===== config.mk =====
export PLATFORM = sky130hd
export DESIGN_NAME = regfile_wr_sched
export DESIGN_NICKNAME = d
export VERILOG_FILES = /design/src/rtl/regfile_wr_sched.sv
export SDC_FILE = /design/constraint.sdc
export NUM_CORES = 1
export LEC_CHECK = 0
export ABC_AREA = 1
export CELL_PAD_IN_SITES_DETAIL_PLACEMENT = 1
export CELL_PAD_IN_SITES_GLOBAL_PLACEMENT = 2
export CORE_MARGIN = 2
export CORE_UTILIZATION = 19
export CTS_BUF_LIST = sky130_fd_sc_hd__clkbuf_4
export DETAILED_ROUTE_END_ITERATION = 8
export PLACE_DENSITY_LB_ADDON = 0.1
export SETUP_SLACK_MARGIN = 0.15
export SKIP_LAST_GASP = 1
export SYNTH_ARGS = -nofsm -noshare
export SYNTH_HDL_FRONTEND = slang
export SYNTH_SLANG_ARGS = --single-unit

===== constraint.sdc =====
create_clock -name elk -period 1.7 [get_ports elk]
set_input_delay 0.34 -clock elk [delete_from_list [all_inputs] [get_ports elk]]
set_output_delay 0.34 -clock elk [all_outputs]
set_load 0.02 [all_outputs]

===== src/rtl/regfile_wr_sched.sv =====
// Write-port scheduler for the 32x32 register file.
// After reset it sweeps registers 1..NREG-1 (zero, except the stack pointer,
// which gets SP_INIT), then shares the single write port between requester
// A (ALU writeback) and requester B (load writeback) in round-robin order.
// Writes that target R0 are consumed without touching the file, and a
// one-cycle r0_drop pulse is raised for each one.
module regfile_wr_sched #(
  parameter int AW      = 5,
  parameter int DW      = 32,
  parameter int NREG    = 32,
  parameter int SP_ADDR = 29,
  parameter int SP_INIT = 252
) (
  input  logic          elk,
  input  logic          nrst,
  input  logic          a_valid,
  input  logic [AW-1:0] a_addr,
  input  logic [DW-1:0] a_data,
  output logic          a_ready,
  input  logic          b_valid,
  input  logic [AW-1:0] b_addr,
  input  logic [DW-1:0] b_data,
  output logic          b_ready,
  output logic          wr_en,
  output logic [AW-1:0] wr_addr,
  output logic [DW-1:0] wr_data,
  output logic          init_busy,
  output logic          r0_drop,
  output logic          grant_b
);

  typedef enum logic {CLEAR, RUN} state_t;

  localparam logic [AW-1:0] LAST_ADDR = AW'(NREG - 1);
  localparam logic [AW-1:0] SP_A      = AW'(SP_ADDR);
  localparam logic [DW-1:0] SP_VAL    = DW'(SP_INIT);

  state_t        state_q, state_d;
  logic [AW-1:0] clr_ptr_q, clr_ptr_d;
  logic          rr_ptr_q, rr_ptr_d;   // 0: A favoured on a tie, 1: B favoured
  logic          wr_en_d;
  logic [AW-1:0] wr_addr_d;
  logic [DW-1:0] wr_data_d;
  logic          init_busy_d;
  logic          r0_drop_d;
  logic          grant_b_d;

  logic          is_run;
  logic          any_acc;
  logic [AW-1:0] sel_addr;
  logic [DW-1:0] sel_data;

  // Readiness is suppressed while nrst is asserted: the write would be
  // cancelled on that edge, so the requester must keep its request pending.
  assign is_run   = (state_q == RUN);
  assign a_ready  = is_run & ~nrst & a_valid & (~b_valid | ~rr_ptr_q);
  assign b_ready  = is_run & ~nrst & b_valid & (~a_valid |  rr_ptr_q);
  assign any_acc  = a_ready | b_ready;
  assign sel_addr = b_ready ? b_addr : a_addr;
  assign sel_data = b_ready ? b_data : a_data;

  // Next-state and next-output logic for the sweep and the arbiter.
  always_comb begin
    // NOTE: every signal gets a default before the case so no path leaves
    // one unassigned, which would otherwise infer a latch.
    state_d     = state_q;
    clr_ptr_d   = clr_ptr_q;
    rr_ptr_d    = rr_ptr_q;
    wr_en_d     = 1'b0;
    wr_addr_d   = wr_addr;
    wr_data_d   = wr_data;
    init_busy_d = init_busy;
    r0_drop_d   = 1'b0;
    grant_b_d   = grant_b;

    case (state_q)
      CLEAR: begin
        wr_en_d   = 1'b1;
        wr_addr_d = clr_ptr_q;
        wr_data_d = (clr_ptr_q == SP_A) ? SP_VAL : '0;
        if (clr_ptr_q == LAST_ADDR) begin
          state_d     = RUN;
          init_busy_d = 1'b0;
        end else begin
          clr_ptr_d = clr_ptr_q + 1'b1;
        end
      end
      RUN: begin
        if (any_acc) begin
          rr_ptr_d  = a_ready;        // hand priority to the other requester
          grant_b_d = b_ready;
          if (sel_addr != '0) begin
            wr_en_d   = 1'b1;
            wr_addr_d = sel_addr;
            wr_data_d = sel_data;
          end else begin
            r0_drop_d = 1'b1;
          end
        end
      end
    endcase
  end

  // State and registered outputs, with synchronous active-high reset.
  always_ff @(posedge elk) begin
    // NOTE: sequential state uses non-blocking assignments so every register
    // samples its next value from the same pre-edge snapshot.
    if (nrst) begin
      state_q   <= CLEAR;
      clr_ptr_q <= AW'(1);
      rr_ptr_q  <= 1'b0;
      wr_en     <= 1'b0;
      wr_addr   <= '0;
      wr_data   <= '0;
      init_busy <= 1'b1;
      r0_drop   <= 1'b0;
      grant_b   <= 1'b0;
    end else begin
      state_q   <= state_d;
      clr_ptr_q <= clr_ptr_d;
      rr_ptr_q  <= rr_ptr_d;
      wr_en     <= wr_en_d;
      wr_addr   <= wr_addr_d;
      wr_data   <= wr_data_d;
      init_busy <= init_busy_d;
      r0_drop   <= r0_drop_d;
      grant_b   <= grant_b_d;
    end
  end

endmodule

== Word level (Yosys, flattened, before mapping) ==
Index checks and enable logic that the tools add are counted.

* Bits of input ports: 78
* Output and inout port bits: 43
* Bits in registers: 48

* $add $sub $neg: 1
* Equality and inequality tests: 4
* Reductions and logical operators: 6
* Bitwise operators: 15
* Multiplexer cells: 15

{| class="wikitable"
|+ Operators by type and width
! operator !! number
|-
| $mux 32 || 3
|-
| $pmux 32 s2 || 1
|-
| $mux 5 || 3
|-
| $eq 5x5->1 const B || 2
|-
| $pmux 5 s2 || 1
|-
| $mux 8 || 1
|-
| $reduce_and 2->1 || 4
|-
| $not 1->1 || 7
|-
| $add 5x1->5 const B || 1
|-
| $and 1x1->1 || 5
|-
| $mux 1 || 5
|-
| $reduce_bool 5->1 || 1
|-
| $ne 2x1->1 const B || 2
|-
| $or 1x1->1 || 3
|-
| $reduce_or 3->1 || 1
|-
| $pmux 1 s2 || 1
|}

== Depth between registers and ports, before layout ==
Gate-level depths: netlist of run 1.

* Depth after elaboration: 9
* Gate-level depth with buffers: 12
* Depth with buffers taken out: 11

== Least setup slack after synthesis of run 1 ==
OpenSTA, ideal clock, no wires.

* Path kind: register to register
* From: register state_q, in the netlist is_run
* To: register wr_data[20]
* Period minus slack after synthesis: 1.693 ns
* Cell stages (with the launch flop): 11
* Data required time: 1.635 ns
* Arrival: 1.628 ns
* Setup slack: 0.007 ns
* Buffers on the path: 2
* Cell sequence: dfxtp_1 inv_2 nor2_2 and3_1 clkbuf_1 nor2_2 o21bai_4 inv_2 buf_2 nor2_1 nor2_1

* Elaborated cells between the ends (all ways): 16
* Classes of those cells: eq/ne: 2; mux: 5; bitwise: 7; reduce/logical: 2

{| class="wikitable"
|+ RTL lines
! what !! RTL line !! RTL
|-
| from (decl) || 38 || <nowiki>state_t state_q, state_d;</nowiki>
|-
| from (signal assigned) || 119 || <nowiki>state_q <= state_d;</nowiki>
|-
| $and 1x1->1 (3 in series) || 56 || <nowiki>assign a_ready = is_run & ~nrst & a_valid & (~b_valid | ~rr_ptr_q);</nowiki>
|-
| via a_ready || 19 || <nowiki>output logic a_ready,</nowiki>
|-
| $or 1x1->1 || 58 || <nowiki>assign any_acc = a_ready | b_ready;</nowiki>
|-
| $ne 2x1->1 (no source line) || -- ||
|-
| $reduce_and 2->1 (no source line) || -- ||
|-
| to (signal assigned) || 124 || <nowiki>wr_data <= wr_data_d;</nowiki>
|-
| to (decl) || 26 || <nowiki>output logic [DW-1:0] wr_data,</nowiki>
|}

The timed path passes the listed nets, and every way through them passes these cells. The select of a mux whose other input is x is not followed.
A chain may end at the register's enable or synchronous reset.

== Worst setup path in the final report of run 1 ==
* From: register state_q, in the netlist is_run
* To: register wr_en

* Cells in the longest elaborated chain, start to end: 8
* Elaborated cells between the ends (all ways): 12
* Classes of those cells: mux: 4; bitwise: 7; reduce/logical: 1

{| class="wikitable"
|+ RTL lines
! what !! RTL line !! RTL
|-
| $and 1x1->1 || 56, 57 ||
|-
| $and 1x1->1 (2 in series) || 57 || <nowiki>assign b_ready = is_run & ~nrst & b_valid & (~a_valid | rr_ptr_q);</nowiki>
|-
| $mux 5 || 59 || <nowiki>assign sel_addr = b_ready ? b_addr : a_addr;</nowiki>
|-
| $reduce_bool 5->1 || 92 || <nowiki>if (sel_addr != '0) begin</nowiki>
|-
| $mux 1 || 92 ||
|-
| $mux 1 || 89 || <nowiki>if (any_acc) begin</nowiki>
|-
| $pmux 1 s2 * || 76 || <nowiki>case (state_q)</nowiki>
|-
| to (signal assigned) || 122 || <nowiki>wr_en <= wr_en_d;</nowiki>
|-
| to (decl) || 24 || <nowiki>output logic wr_en,</nowiki>
|}

Every way passes the cells marked *; elsewhere a longest branch is shown, timed or not.

==> impl_metrics.yaml, run 1 <==
timing:
  setup_violations: 39
  setup_slack_ps: -171
  slew_viol_final: 0
  worst_hold_slack_ps: 452
  slew_headroom: 0.739
  layout_min_cycle_time_ps: 1870
  hold_viol: 0
  worstMarginPinSlew_ps: 391
  clock.fmax_mhz: 534
  rsz0062_at_grt: "yes"
  period_share: 1.10
  fin_skew_ps: 18.5
critical_path:
  crit_path_end_kind: "flop"
  critPathArrivalTime_ps: 2220
  crit_required_ps: 2050
  critical_path_class: "reg2reg"
  worst-r2r-cell-count: 13
  critPathLaunchType: "flop"
  crit_fanout: 8
power_and_ir_drop:
  power.leakage_nw: 2.17
  ir_worst_vdd_uv: 324
  cellPowerDensity_nw_per_um2: 448
final_layout:
  layout_commonest_cell: "nand2_1"
  nNetsFinal: 620
  layout_common_cells: "99 x nand2_1, 74 x clkdlybuf4s50_1, 44 x dfxtp_1"
  syn_to_final_growth_pct: 87.2
  num_antenna_cells: 0
  drive_above_1_share: 0.265
yosys:
  synth_top_area_share: 0.386
  synth_fp_nets: 458
  synth-seq-area-share: 0.386
  yosys_warnings: 0
  syn_area_per_cell_um2: 6.61
  syn-cell-area_um2: 2490
  synthCells: 377
  yosys.area.top_type: "dfxtp_1"
  synthDistinctLibCells: 26
  synth_area_leaders: "dfxtp_1 39%, nand2_1 18%, nand3_1 7.0%"
  ys_seq_elements: 48
drt:
  wl_per_cell_um: 14.4
  post-route-drc-count: 0
  drt_pass1_iterations: 4
  drtIter0Drc: 75
  viasPerCell: 4.21
  vias: 2993
  wl_um: 10300
  ant_nets: 0
min_path:
  holdCritPathClass: "reg2reg"
  hold_path_depth: 2
run:
  max_cap_viol_count: 0
clock_tree:
  cts_hold_buf: 0
  clk_pin_slew_ps: 150
  cts_tree: "yes"
  cts_made_buffers: 5
  htree_levels: 2
  clockBufferDepth: 2
  cts.sinks: 48
  clock_latency_ps: 400
  cts_root_buf: "clkbuf_4"
outcome:
  failed_checks: "negative setup slack"
  outcome: "finished, violations left"
die:
  num_rows: 41
  die_h_um: 119
  die_x_um: 119
  start_util: 0.196
  dieArea_um2: 14100
  core_um2: 12700
  ios: 121
place:
  port_buffers: 120
  gp_congestion: 0.755
  place_hpwl_um: 7460
  pre_cts_slack_ps: -676
global_routing:
  antenna_found_initial: 0
  gr-total-overflow: 0
  grt_pass1_vias: 3147
  grt_max_degree: 21
  grt_usage: 0.148
  grt_pass1_wl_um: 16400
==> registers in the layout, summed over array words and instances (netlist names) <==
register,cells
clr_ptr_q,5
grant_b,1
init_busy,1
is_run,1
r0_drop,1
rr_ptr_q,1
wr_addr,5
wr_data,32
wr_en,1
==> through the flow <==
stage | cells | util | area (µm²) | setup TNS (ps) | power, mW
after floorplan | 377 | - | 2530 | 0 | 1.28
after global placement | 678 | 0.320 | 4070 | -22230 | 1.52
after detailed placement | 678 | 0.320 | 4070 | -25740 | 1.53
after CTS | 702 | 0.350 | 4450 | -682 | 2.11
after global routing | 711 | 0.367 | 4670 | -8970 | 2.21
final | 711 | 0.367 | 4670 | -5110 | 2.09
==> where the power goes <==
| group | internal (mW) | switching, mW | total [mW] |
|---|---|---|---|
| clock network | 0.151 | 0.406 | 0.558 |
| registers | 1.14 | 0.0174 | 1.16 |
| logic | 0.233 | 0.142 | 0.375 |
==> timing repair <==
item / CTS / global route
endpoints found under the setup margin: 86 / 48
gates resized for setup: 129 / 37
cloned: 2 / 1
hold endpoints to repair: 0 / 0
pin swaps: 18 / 20
buffers inserted: 15 / 8
==> critical path, stage by stage (launching register included) <==
cell      delay [ps]
dfxtp_4          390
inv_4             40
nor2_4           180
buf_6            130
buf_6             90
nand3_4           90
nand2_2           90
nand2_2           70
nand3_2          100
o21bai_4         110
buf_12           150
buf_16           140
buf_4            130
a21oi_2          100
==> Yosys cell counts, drive strengths merged <==
| master | instances |
|---|---|
| nand2 | 119 |
| dfxtp | 48 |
| nor2 | 42 |
| nand3 | 37 |
| a21oi | 33 |
| inv | 30 |
| o21ai | 23 |
| buf | 14 |
| clkbuf | 8 |
| mux2i | 7 |
| nand4 | 4 |
| ha | 3 |
| nor3 | 3 |
| nand3b | 2 |
| a22oi | 1 |
| and3 | 1 |
| o21a | 1 |
| o21bai | 1 |
==> area by class of cell <==
type                    count  area [µm²]
flip-flops and latches     48         973
clock buffers               5        37.5
inverters                  30         120
repair buffers            176        1710
clock inverters             2        12.5
multi-input cells         278        1600
fillers                  1612        8060
well taps                 172         215
==> metal layers <==
layer,part of all wire,vias to the layer above,global-route usage
met5,0,-,0
met4,0.011,0,0.0446
met3,0.037,8,0.0338
met2,0.50,60,0.257
met1,0.45,1395,0.182
li1,-,1530,-
==> worst paths after layout <==
path | slack (ps) | endpoint | start
worst min-delay path | 450 | init_busy | init_busy
worst max-delay path | -170 | wr_en | is_run
worst min register to register | 450 | init_busy | init_busy
worst max register to register | -170 | wr_en | is_run
==> kinds of logic (layout without fill, tap and decap cells) <==
kind of cell,Yosys count,after routing,share of synthesized area
adder cells (fa/ha/maj),3,3,0.0151
multiplexers,7,7,0.0281
AO/OA/AOI/OAI,59,59,0.126
buffers and inverters,52,213,0.0929
flip-flops,48,48,0.386
AND/OR/NAND/NOR,208,209,0.352
No activity file was read; power rests on OpenSTA's default activity.
==> inputs of run 2 (changes only) <==
CORE_ASPECT_RATIO = 1.4   (was not set)
==> impl_metrics.yaml, run 2 (synthesized netlist as in run 1, its figures left out) <==
die:
  start_util: 0.195
  dieArea_um2: 14100
  die_h_um: 140
  num_rows: 49
  ios: 121
  core_um2: 12800
  die_x_um: 101
critical_path:
  crit_slowest_cell: "clkdlybuf4s50_1"
  critical_path_class: "in2reg"
  crit_required_ps: 2020
  critPathLaunchType: "input port"
  worst-r2r-cell-count: 10
  crit_path_end_kind: "flop"
  critPathArrivalTime_ps: 2090
  crit_chain: "clkdlybuf4s50_1 > nand2_1 > buf_4 > nand3_4 > nand2_1 > o21ai_2 > nand2_2 > o21bai_4 > buf_6 > buf_12 > nand3_1 > a21oi_2"
  slowest_delay_ps: 490
  crit_top_cell: "nand2_1"
  crit_fanout: 11
clock_tree:
  clock_latency_ps: 390
  cts_root_buf: "clkbuf_4"
  htree_levels: 2
  cts_tree: "yes"
  clk_pin_slew_ps: 150
  cts_made_buffers: 5
  cts.sinks: 48
  clockBufferDepth: 2
drt:
  wl_per_cell_um: 14.7
  post-route-drc-count: 0
  ant_nets: 0
  viasPerCell: 4.34
  drtIter0Drc: 52
  drt_pass1_iterations: 4
  wl_um: 10000
  vias: 2962
power_and_ir_drop:
  combinationalPowerShare: 0.156
  sequentialPowerShare: 0.486
  cellPowerDensity_nw_per_um2: 540
  p_int_mw: 1.82
  pwr-share-clk: 0.358
  power.switching_uw: 544
  finalPower_mw: 2.37
  sw_frac_of_total: 0.230
  ir_worst_vdd_uv: 282
  power.leakage_nw: 2.09
timing:
  setup_violations: 33
  slew_viol_final: 0
  worstMarginPinSlew_ps: 385
  fin_skew_ps: 20.5
  rsz0062_at_grt: "yes"
  clock.fmax_mhz: 565
  setup_slack_ps: -68.6
  period_share: 1.04
  slew_headroom: 0.743
  layout_min_cycle_time_ps: 1770
  hold_viol: 0
final_layout:
  largest_register: "wr_data"
  final_core_util: 0.342
  stdcell_area_um2: 4390
  syn_to_final_growth_pct: 76.0
  n_fill_cell: 1581
  largestRegisters: "wr_data: 32 flops, clr_ptr_q: 5 flops, wr_addr: 5 flops"
  num_antenna_cells: 0
  largest_register_ffs: 32
  layout_commonest_cell: "nand2_1"
  layout_common_cells: "100 x nand2_1, 75 x clkdlybuf4s50_1, 46 x dfxtp_1"
  nNetsFinal: 610
  drive_above_1_share: 0.185
place:
  place_hpwl_um: 7560
  gp_congestion: 0.780
  port_buffers: 120
  dpl_cell_area_um2: 4080
global_routing:
  grt_max_degree: 29
  busiest_layer: "met2"
  use_met2: 0.258
  grt_pass1_wl_um: 16000
  grt_usage: 0.144
  antenna_found_initial: 0
  use_met3: 0.0276
  gr-total-overflow: 0
  use_met1: 0.176
  grt_pass1_vias: 3112
run:
  max_cap_viol_count: 0
min_path:
  holdCritPathClass: "in2reg"
  hold_path_depth: 2
outcome:
  outcome: "finished, violations left"
  failed_checks: "negative setup slack"
-- run 2: final timing paths --
| check | startpoint | to | slack (ps) |
|---|---|---|---|
| setup / recovery | a_valid | wr_addr[3] | -70 |
| hold / removal | nrst | rr_ptr_q | 380 |
| setup reg to reg | is_run | wr_addr[3] | -50 |
| hold reg to reg | init_busy | init_busy | 460 |
-- run 2: timing repair --
action,4_1_cts,5_1_grt
hold buffers,0,0
resized for setup,85,21
setup buffers,6,5
cloned,1,1
pin swaps,4,4
setup endpoints to repair,85,46
-- run 2: cell type report --
type                            instances  area (µm²)  share of cell area
Clock buffer                            5        37.5             0.00856
Multi-Input combinational cell        277        1420               0.324
Inverter                               30         120              0.0274
Timing Repair Buffer                  167        1590               0.363
Clock inverter                          2        60.1              0.0137
Sequential cell                        48         966               0.220
Tap cell                              153         191              0.0437
-- run 2: worst max-delay path: cells and delay by family --
family	cells	cell delay, ps
AOI/OAI and AO/OA	3	390
buffers and inverters	4	890
and+or+nand+nor	5	450
-- run 2: per-stage QoR --
step | setup TNS [ps] | hold WS, ps | worst slack, ps | std cells
after floorplan | 0 | 440 | 113 | 377
final | -1030 | 380 | -68.6 | 682
after detailed placement | -25540 | 442 | -660 | 662
after global routing | -5080 | 367 | -175 | 682
after CTS | -1030 | 358 | -60.4 | 676
after global placement | -22180 | 447 | -602 | 662
-- run 2: layer usage --
| metal | vias to the layer above | share of wire |
|---|---|---|
| li1 | 1506 | - |
| met1 | 1382 | 0.44 |
| met2 | 68 | 0.50 |
| met3 | 6 | 0.045 |
| met4 | 0 | 0.010 |
| met5 | - | 0 |
-- run 2: power by group through the flow --
stage	registers, mW	logic, mW	clock network [mW]
after floorplan	1.19	0.0943	0
after global placement	1.18	0.357	0
after detailed placement	1.18	0.360	0
after CTS	1.15	0.363	0.893
after global routing	1.15	0.406	0.932
final	1.15	0.369	0.848
==> inputs of run 3 (changes only) <==
CORE_MARGIN = 3   (was 2)
CTS_CLUSTER_DIAMETER = 60   (was not set)
PLACE_DENSITY = 0.9   (was not set)
PLACE_DENSITY_LB_ADDON = not set   (was 0.1)
==> impl_metrics.yaml, run 3 (synthesized netlist as in run 1, its figures left out) <==
die:
  ios: 121
  num_rows: 48
  start_util: 0.199
  die_x_um: 103
  dieArea_um2: 14500
  die_h_um: 142
  core_um2: 12600
final_layout:
  layout_common_cells: "109 x nand2_1, 74 x clkdlybuf4s50_1, 44 x dfxtp_1, 44 x dlygate4sd2_1, 40 x buf_4"
  largestRegisters: "wr_data: 32 flops, clr_ptr_q: 5 flops, wr_addr: 5 flops"
  layout_commonest_cell: "nand2_1"
  drive_above_1_share: 0.213
  stdcell_area_um2: 4450
  largest_register_ffs: 32
  syn_to_final_growth_pct: 78.6
  nNetsFinal: 616
  largest_register: "wr_data"
timing:
  hold_viol: 0
  rsz0062_at_grt: "yes"
  worst_hold_slack_ps: 470
  setup_slack_ps: -157
  period_share: 1.09
  clock.fmax_mhz: 539
  worstMarginPinSlew_ps: 373
  setup_violations: 39
  layout_min_cycle_time_ps: 1860
  fin_skew_ps: 4.75
  slew_viol_final: 0
  slew_headroom: 0.750
drt:
  wl_per_cell_um: 15.3
  post-route-drc-count: 0
  viasPerCell: 4.54
  ant_nets: 0
  drt_pass1_iterations: 4
  vias: 3117
  drtIter0Drc: 81
  wl_um: 10500
power_and_ir_drop:
  power.leakage_nw: 2.12
  cellPowerDensity_nw_per_um2: 477
  finalPower_mw: 2.12
  ir_worst_vdd_uv: 285
critical_path:
  worst-r2r-cell-count: 12
  critPathArrivalTime_ps: 2160
  crit_path_end_kind: "flop"
  crit_fanout: 7
  critical_path_class: "reg2reg"
  crit_required_ps: 2000
  critPathLaunchType: "flop"
global_routing:
  grt_pass1_vias: 3287
  gr-total-overflow: 0
  grt_max_degree: 29
  grt_usage: 0.138
  grt_pass1_wl_um: 15800
  antenna_found_initial: 1
clock_tree:
  clk_pin_slew_ps: 150
  cts.sinks: 48
  cts_root_buf: "clkbuf_4"
  cts_tree: "yes"
  htree_levels: 2
  clockBufferDepth: 2
  clock_latency_ps: 360
  cts_made_buffers: 5
run:
  max_cap_viol_count: 0
outcome:
  failed_checks: "negative setup slack"
  outcome: "finished, violations left"
place:
  dpl_cell_area_um2: 4080
  port_buffers: 120
  gp_congestion: 0.745
  place_hpwl_um: 7860
min_path:
  hold_path_depth: 2
  holdCritPathClass: "reg2reg"
-- run 3: final cells by class --
type | instances | area [µm²]
Inverter | 30 | 118
Clock buffer | 7 | 52.6
Antenna cell | 1 | 2.50
Sequential cell | 48 | 971
Tap cell | 150 | 188
Clock inverter | 1 | 8.76
Timing Repair Buffer | 172 | 1640
Multi-Input combinational cell | 278 | 1470
Fill cell | 1548 | 8100
-- run 3: per-layer routing --
metal | global-route usage | share of wire
met1 | 0.142 | 0.38
met2 | 0.269 | 0.57
met3 | 0.0187 | 0.040
met4 | 0.0559 | 0.015
met5 | 0 | 0
-- run 3: repair_timing --
item | in CTS | in global routing
pin swaps | 9 | 9
gates resized for setup | 87 | 32
setup endpoints to repair | 85 | 46
cloned | 1 | 1
setup buffers | 8 | 9
hold buffers | 0 | 0
-- run 3: worst max-delay path: stages, from the launching register on --
cell and delay [ps]:
dfxtp_4 390, inv_4 40, nor2_4 180, buf_4 140, and3_4 180, buf_6 110
nor2_4 40, o21bai_4 170, buf_12 150, clkbuf_16 160, nand2_1 50, nand2_1 40
a21oi_1 130
-- run 3: per-stage QoR --
stage / setup slack (ps) / setup TNS [ps] / cells / util
5_1_grt: -241 / -8030 / 687 / 0.355
2_1_floorplan: 113 / 0 / 377 / -
3_5_place_dp: -672 / -25990 / 659 / 0.325
3_3_place_gp: -613 / -23510 / 659 / 0.325
4_1_cts: -53.7 / -1130 / 676 / 0.339
6_report: -157 / -3840 / 687 / 0.355
-- run 3: report_power, final --
| group | internal (mW) | switching, mW | total (mW) |
|---|---|---|---|
| registers | 1.14 | 0.0114 | 1.15 |
| logic | 0.232 | 0.146 | 0.378 |
| clock network | 0.199 | 0.393 | 0.592 |
| total | 1.57 | 0.550 | 2.12 |
-- run 3: worst paths after layout --
kind | startpoint | to | slack, ps
setup / recovery | is_run | wr_data[11] | -160
hold / removal | init_busy | init_busy | 470
setup reg to reg | is_run | wr_data[11] | -160
hold reg to reg | init_busy | init_busy | 470
==> patch (flow settings as in run 1) <==
Set the parameter `AW` to 6 (it was 5).
--- a/src/rtl/regfile_wr_sched.sv
+++ b/src/rtl/regfile_wr_sched.sv
@@ -6,5 +6,5 @@
 // one-cycle r0_drop pulse is raised for each one.
 module regfile_wr_sched #(
-  parameter int AW      = 5,
+  parameter int AW      = 6,
   parameter int DW      = 32,
   parameter int NREG    = 32,
Interface: changed (resized a_addr, b_addr and wr_addr); port bits go from 121 to 124. No check against the original RTL was run, so the function may have changed too.
==> patch against run 1 <==
The flow still finishes with violations (negative setup slack); cell area increased by 2.7%; largest power group unchanged; fmax rose by 5.7%; synthesized area increased by 13%; combinational power grew 6.7%; routed wire length is 2.2% higher; power is 3.7% higher; non-clock buffer count is 3 lower; first-iteration DRC count decreased by 25%; sequential cell count rose by 2; via count up 3.0%; setup slack improved by 0.10 ns; sequential power is 3% higher.
==> patch: results (changes against run 1) <==
** Drt
- The total wirelength of the detailed-routed design is 10500 µm (+2.2%).
- Initial DRC Count :: 56 (-25%)

** Layout
- Non-clk bufs :: 173 (-1.7%)
- Multi-input comb cells :: 298 (+7.2%)
- Nets :: 641 (+3.4%)
- In the final layout, the registers with the most flip-flops are wr_data x32, clr_ptr_q x6, wr_addr x6.
- The non-clock inverter instance count of the final layout came to 31 (+3.3%).
- The non-clock buffer contribution to total cell area came to 34.7% (-1.9 points).
- Number of fill cells :: 1795 (+11%)
- The share of final-layout standard cells stronger than drive strength 1 came to 25.9% (-0.59 points).

** Clock network
- The clock network latency to the later pin of the worst-skew pair was 0.37 ns (-0.03 ns).

** Logic synthesis
- The proportion of synthesized chip area in sequential cells came to 35.4% (-3.2 points).
- The count of different cell masters after synthesis is 33 (+27%).
- Complex-gate fraction of the synthesized area :: 13.7% (+1.1 points)
- Multiplexer area fraction after synthesis :: 2.12% (-0.69 points)
- Post-synthesis net count :: 482 (+5.2%)
- Ranked by instance count, the synthesized netlist is headed by 124 x nand2_1, 50 x dfxtp_1, 47 x nor2_1.

** STA
- Final setup violation count :: 19 (-51%)
- The worst path setup slack after routing is -0.0710 ns (+0.100 ns).

** GRT
- The wire length of the first global-routing pass is 17000 µm (+3.6%).

** Placement
- The half-perimeter wire length of the detailed placement result was 8260 µm (+11%).
- The weighted congestion at the end of routability-driven global placement is 0.741 (-1.9%).
- Number of input and output port buffers inserted :: 123 (+2.5%)

** Power and ir drop
- The share of power burned in registers was 55.2% (-0.2 points).
- The standby leakage power came to 2.18 nW (+0.20%).
- Relative contribution of the clock network to total power :: 26.3% (-0.4 points)

** Worst setup path
- Crit path max-delay cell type :: clkdlybuf4s50_1
- Data arrival time of the critical path :: 2.09 ns (-0.13 ns)

** Run status
- Result of the run :: finished with violations
- Failing checks :: negative setup slack
[patch: cell count changes after synthesis, moves of 3 or more]
cell	delta
nor2_2	-3
buf_4	-6
a21oi_1	-21
nand3_1	-13
o21ai_0	-4
o21ai_1	+6
nand2_2	+3
nand2_1	+5
a21oi_2	+19
nor2_1	+9
buf_6	+4
nand3_2	+12
nand4_1	+6
[patch: worst paths after layout]
path | from | endpoint | slack, ns | depth (start not counted)
setup / recovery | a_valid | wr_data[22] | -0.07 | 12
hold / removal | init_busy | init_busy | 0.48 | 2
setup reg to reg | is_run | wr_data[22] | -0.05 | 12
hold reg to reg | init_busy | init_busy | 0.48 | 2
[patch: stage by stage]
step	TNS (ns)	utilization, %	total power, mW	instances	area, µm²
floorplan	-1.58	-	1.35	400	2840
global placement	-25.65	31.2	1.62	726	4540
detailed placement	-26.93	31.2	1.62	726	4540
CTS	-1.72	32.7	2.23	741	4750
global route	-4.77	33.0	2.30	743	4790
finish	-0.543	33.0	2.17	743	4790
[patch: layer usage]
layer  vias up  wire (µm)  global-route usage, %
met1      1410       4320                   15.5
met3         6        687                   4.21
met2        66       5390                   24.6
met5         -          0                      0
met4         0        101                   2.91
li1       1600          -                      -
[patch: cells by family (layout without fill, tap and decap cells)]
family / count (synthesis) / after routing
flip-flops: 50 / 50
multiplexers: 6 / 6
adder cells (fa/ha/maj): 2 / 2
buffers and inverters: 52 / 211
AND/OR/NAND/NOR: 231 / 231
AO/OA/AOI/OAI: 59 / 59
[patch: repair_timing]
item                       4_1_cts  5_1_grt
gates resized for setup        105       17
buffers inserted                 7        2
setup endpoints to repair       86       48
cloned                           1        0
hold endpoints to repair         0        0
pin swaps                        9        5
